<file path="src/rtl/analog_rx.sv">
// rtl/analog_rx.sv - spin loader and load/compute sequencer for the analog Ising macro
//
// Ports:
//   clk_i, rst_ni                  clock, asynchronous active-low reset
//   en_i                           block enable; low forces IDLE and gates all strobes
//   rx_configure_enable_i          config write strobe for the two phase lengths
//   load_cycle_num_i               LOAD phase length in cycles (0 acts as 1)
//   cmpt_cycle_num_i               CMPT phase length in cycles (0 acts as 1)
//   spin_valid_i / spin_ready_o    spin handshake from the digital core
//   spin_i                         spin vector from the digital core
//   analog_spin_o                  spins driven to the macro
//   analog_spin_load_o             macro spin-load strobe (LOAD phase)
//   analog_cmpt_en_o               macro compute enable (CMPT phase)
//   analog_macro_cmpt_finish_o     one-cycle finish pulse to the TX stage
//   analog_tx_idle_i               TX stage idle
//   analog_rx_idle_o               high only in IDLE

module analog_rx #(
    parameter int NUM_SPIN               = 256,
    parameter int CYCLE_W                = 16,
    parameter int SYNCHRONIZER_PIPEDEPTH = 3
) (
    input  logic                clk_i,
    input  logic                rst_ni,
    input  logic                en_i,
    input  logic                rx_configure_enable_i,
    input  logic [CYCLE_W-1:0]  load_cycle_num_i,
    input  logic [CYCLE_W-1:0]  cmpt_cycle_num_i,
    input  logic                spin_valid_i,
    output logic                spin_ready_o,
    input  logic [NUM_SPIN-1:0] spin_i,
    output logic [NUM_SPIN-1:0] analog_spin_o,
    output logic                analog_spin_load_o,
    output logic                analog_cmpt_en_o,
    output logic                analog_macro_cmpt_finish_o,
    input  logic                analog_tx_idle_i,
    output logic                analog_rx_idle_o
);

    typedef enum logic [2:0] {
        S_IDLE,
        S_LOAD,
        S_CMPT,
        S_FINISH,
        S_HOLD
    } state_e;

    localparam logic [CYCLE_W-1:0] ONE      = CYCLE_W'(1);
    // The TX stage needs PIPEDEPTH cycles to raise its valid after the finish
    // pulse; one extra cycle keeps us from sampling a stale tx_idle.
    localparam logic [CYCLE_W-1:0] HOLD_LEN = CYCLE_W'(SYNCHRONIZER_PIPEDEPTH + 1);

    state_e              state_q, state_d;
    logic [CYCLE_W-1:0]  cnt_q, cnt_d;
    logic [CYCLE_W-1:0]  load_cfg_q, cmpt_cfg_q;
    logic [NUM_SPIN-1:0] spin_q;
    logic [CYCLE_W-1:0]  load_len, cmpt_len;
    logic                handshake;

    // A programmed length of zero behaves as a single cycle.
    assign load_len  = (load_cfg_q == '0) ? ONE : load_cfg_q;
    assign cmpt_len  = (cmpt_cfg_q == '0) ? ONE : cmpt_cfg_q;
    assign handshake = spin_valid_i & spin_ready_o;

    always_comb begin
        state_d = state_q;
        cnt_d   = cnt_q;
        if (!en_i) begin
            state_d = S_IDLE;
            cnt_d   = '0;
        end else begin
            unique case (state_q)
                S_IDLE: begin
                    if (handshake) begin
                        state_d = S_LOAD;
                        cnt_d   = load_len;
                    end
                end
                S_LOAD: begin
                    // The CMPT length is sampled here, so a config write that
                    // lands during LOAD still applies to this run's CMPT.
                    if (cnt_q == ONE) begin
                        state_d = S_CMPT;
                        cnt_d   = cmpt_len;
                    end else begin
                        cnt_d = cnt_q - ONE;
                    end
                end
                S_CMPT: begin
                    if (cnt_q == ONE) begin
                        state_d = S_FINISH;
                        cnt_d   = '0;
                    end else begin
                        cnt_d = cnt_q - ONE;
                    end
                end
                S_FINISH: begin
                    state_d = S_HOLD;
                    cnt_d   = HOLD_LEN;
                end
                S_HOLD: begin
                    if (cnt_q == ONE) begin
                        state_d = S_IDLE;
                        cnt_d   = '0;
                    end else begin
                        cnt_d = cnt_q - ONE;
                    end
                end
                default: begin
                    state_d = S_IDLE;
                    cnt_d   = '0;
                end
            endcase
        end
    end

    always_ff @(posedge clk_i or negedge rst_ni) begin
        if (!rst_ni) begin
            state_q <= S_IDLE;
            cnt_q   <= '0;
        end else begin
            state_q <= state_d;
            cnt_q   <= cnt_d;
        end
    end

    always_ff @(posedge clk_i or negedge rst_ni) begin
        if (!rst_ni) begin
            load_cfg_q <= '1;
            cmpt_cfg_q <= '1;
        end else if (en_i && rx_configure_enable_i) begin
            load_cfg_q <= load_cycle_num_i;
            cmpt_cfg_q <= cmpt_cycle_num_i;
        end
    end

    always_ff @(posedge clk_i or negedge rst_ni) begin
        if (!rst_ni) begin
            spin_q <= '0;
        end else if (handshake) begin
            spin_q <= spin_i;
        end
    end

    // Strobes are gated by en_i so that dropping enable silences the macro
    // in the same cycle rather than one cycle later.
    assign spin_ready_o               = (state_q == S_IDLE)   & en_i & analog_tx_idle_i;
    assign analog_spin_load_o         = (state_q == S_LOAD)   & en_i;
    assign analog_cmpt_en_o           = (state_q == S_CMPT)   & en_i;
    assign analog_macro_cmpt_finish_o = (state_q == S_FINISH) & en_i;
    assign analog_rx_idle_o           = (state_q == S_IDLE);
    assign analog_spin_o              = spin_q;

endmodule

</file>
<file path="config.mk">
export PLATFORM = sky130hd
export DESIGN_NAME = analog_rx
export DESIGN_NICKNAME = d
export VERILOG_FILES = /design/src/rtl/analog_rx.sv
export SDC_FILE = /design/constraint.sdc
export NUM_CORES = 1
export LEC_CHECK = 0
export ABC_AREA = 1
export CAP_MARGIN = 25
export CELL_PAD_IN_SITES_DETAIL_PLACEMENT = 1
export CELL_PAD_IN_SITES_GLOBAL_PLACEMENT = 1
export CORE_AREA = 2 2 214 216
export DETAILED_ROUTE_END_ITERATION = 12
export DIE_AREA = 0 0 216 218
export DONT_BUFFER_PORTS = 1
export GPL_ROUTABILITY_DRIVEN = 0
export GPL_TIMING_DRIVEN = 0
export PLACE_DENSITY_LB_ADDON = 0.1
export SETUP_SLACK_MARGIN = 0.2
export SLEW_MARGIN = 25
export SYNTH_ARGS = -nofsm -noshare
export SYNTH_HDL_FRONTEND = slang
export SYNTH_SLANG_ARGS = --single-unit
</file>
<file path="constraint.sdc">
create_clock -name clk_i -period 1.95 [get_ports clk_i]
set_clock_uncertainty 0.05 [all_clocks]
set_input_delay 0.4875 -clock clk_i [delete_from_list [all_inputs] [get_ports clk_i]]
set_output_delay 0.4875 -clock clk_i [all_outputs]
set_load 0.01 [all_outputs]
</file>
==> impl_results.md <==
* Remaining Overflow, GRT at 0
* Hold WC Path Type: in2async
* Unrepaired setup endpoints after global routing: true
* Pwr Density at approximately 1500 nW/um^2
* H-Tree Level Count at 2
* Critical Path Start Type: register
* CTS clk-pin slew, worst paths at 0.06 ns
* Vias in the first global route at approximately 12k
* Die width at 216 um
* Synth top area cells: dfrtp_1, nand2_1, dfstp_2
* Maxcap violations at 0
* Total Routing Usage GR at 0.2051
* Yosys cell types at 30
* DRT iter0 DRCs at 504
* Core ar. at 44890 sq um
* Final Hold Vio Count at 307
* Share of layout cells above drive strength 1 at 0.3686
* Slew @ Worst Pin at 0.6268 ns
* R2R Path Start: state_q[1]
* Largest net degree at the start of global routing at 308
* Clock Path Buffers at 3
* Yosys warning count at 0
* Initial DRT Pass Iterations at 4
* Syn Inst Count at 1460
* Max IR drop VDD at 0.8001 mV
* Number of flops mapped to enable cells by yosys at 0
* IO buf count at 0
* Fin area at about 21000 sq um
* Minimum clock period at 2.043 ns
* Most used DFF post-synth: dfrtp_1
* Util after Layout at 0.4698
* Worst-Skew Late Latency at 0.56 ns
* Async S/R FF share, synth at 1.000
* CTS root buf: clkbuf_16
* Die H at 218 um
* Req. time, crit path at 1.41 ns
* Max Fclk at 0.4894 GHz
* Setup TNS at -0.2699 ns
* Post-DR vias/cell at between 4 and 5
* DP Area at 13330 sq um
* Status: complete, but fails checks
* First-pass GRT wire length at 73820 um
* Final wirelength at between 50000 and 60000 um
* Syn-to-layout area delta at 67.68%
* Initial antenna violation count at 1
* Final WS setup at -0.09339 ns
* Commonest cells post-synth: nand2_1, dfrtp_1, nor2_1
* DR WL/cell at 22.23 um
* Mean Syn Cell Area at 8.614 sq um
* Slew Viols, Final at 0
* Worst setup path category: reg2out
* Synthesized flop and latch total at 307
* Max-slew headroom at 0.5777
* Final hold slack at -0.4103 ns
* Fin nets at between 2k and 2.5k
* WP data arrival at 1.51 ns
* Via count at ~11k
* Final ANT Viol Nets at 0
* DRC at 0
* Setup crit start: state_q[1]
* R2r setup slk at -0.01 ns
* CTS tree: done
* Setup violators final at 6
* Critical path capture point type: output pin
* CP Max Fanout at 4
* Num ports at 555
* Die area at 47090 sq um
* CTS buffer count at 39
* Cell taking the most area after synthesis: dfrtp_1
* Synthesized Nets at 1756
* Number of clock sinks at 307
* Most numerous cell in the Yosys netlist: nand2_1
* Period utilization at 1.048
* Row Count at a little under 80
* DP HPWL at between 30000 and 40000 um
* Top-area cell type share of the netlist area at 0.5472
* Sequential share of the synthesized area at 0.6140
* # fillers at 4921
* Failing checks: negative hold slack, negative setup slack
* Cell leakage power at 10.27 nW
* Mapped Area at about 13000 sq um
* Initial core utilization at 0.2802
[stage by stage]
| step | hold WS (ns) | worst slack (ns) | std cells | power [mW] |
|---|---|---|---|---|
| floorplan | 0.1419 | 0.3301 | 1460 | 16.48 |
| global placement | 0.1486 | -0.2994 | 2060 | 19.04 |
| detailed placement | 0.1482 | -0.3177 | 2060 | 19.22 |
| CTS | -0.4617 | -0.09963 | 2395 | 27.76 |
| global route | -0.4501 | -0.1631 | 2466 | 33.16 |
| finish | -0.4103 | -0.09339 | 2466 | 31.26 |
[flip-flops by register name (all words and copies together) (netlist names)]
signal and flops:
cnt_q 16, analog_spin_o 256, cmpt_cfg_q 16, state_q 3, load_cfg_q 16
[cell usage in the layout, fill, tap and decap left out, drive strengths merged]
master and instances:
o21a 1, bufinv 3, nor3 1, clkbuf 106, dlygate4sd3 260, xnor2 2, dfrtp 275, dfstp 32
a21o 1, nand3b 3, diode 2, nand2 902, o21ai 5, xor2 4, mux2 25, ha 2
a21oi 8, inv 30, nand4 5, clkinv 10, nand3 31, buf 86, clkinvlp 2, nor2 67
o21bai 3
[timing repair]
action                                  CTS  global route
pin swaps                                 2           249
hold buffers                            258             2
endpoints found under the setup margin  280           280
endpoints found under the hold margin   565           309
resized for setup                        29           732
buffers inserted                          6            19
gates cloned                              1            48
[layout make-up]
type	count	area, sq um	area share
Sequential cell	307	7725	0.3663
Clock buffer	54	1124	0.05328
Timing Repair Buffer	334	4088	0.1938
Antenna cell	2	5.005	0.0002373
Clock inverter	16	182.7	0.008662
Multi-Input combinational cell	1060	6155	0.2918
Inverter	29	125.1	0.005933
Buffer	64	934.6	0.04432
Tap cell	600	750.7	0.03560
[critical path, stage by stage, from the launching register on]
cell and delay, ns:
dfrtp_2 0.44, nor2_4 0.15, nand2_4 0.11, nor3_4 0.26
[power by group]
part | internal [mW] | switching [mW] | total (mW)
Combinational | 4.74 | 4.84 | 9.57
Clock | 4.45 | 2.98 | 7.43
Sequential | 9.29 | 4.97 | 14.3
[cell families (layout without fill, tap and decap cells)]
kind of cell / after synthesis / count (layout) / share of synthesized area
AND/OR/NAND/NOR: 1009 / 1009 / 0.3096
flip-flops: 307 / 307 / 0.6140
buffers and inverters: 93 / 497 / 0.03939
multiplexers: 25 / 25 / 0.02238
AO/OA/AOI/OAI: 18 / 18 / 0.008456
XOR/XNOR: 6 / 6 / 0.004178
adder cells (fa/ha/maj): 2 / 2 / 0.001989
other: 0 / 2 / 0
[worst paths after layout]
| check | endpoint | cells past startpoint |
|---|---|---|
| worst max-delay path | spin_ready_o | 3 |
| worst min-delay path | analog_spin_o[38] | 0 |
| worst max register to register | analog_spin_o[226] | 13 |
| worst min register to register | cmpt_cfg_q[12] | 2 |
| max in group asynchronous | analog_spin_o[146] | 0 |
| min in group clk_i | analog_spin_o[11] | 2 |
[metal layers]
metal / track usage / routed length [um] / part of all wire / vias to the layer above
met5: 0 / 0 / 0 / -
met4: 0.07900 / 1998 / 0.036 / 0
met3: 0.07280 / 4251 / 0.078 / 105
met2: 0.3544 / 28410 / 0.52 / 394
met1: 0.2321 / 20160 / 0.37 / 5719
li1: - / - / - / 5214
Note: power is estimated with default switching activity, not from simulation.
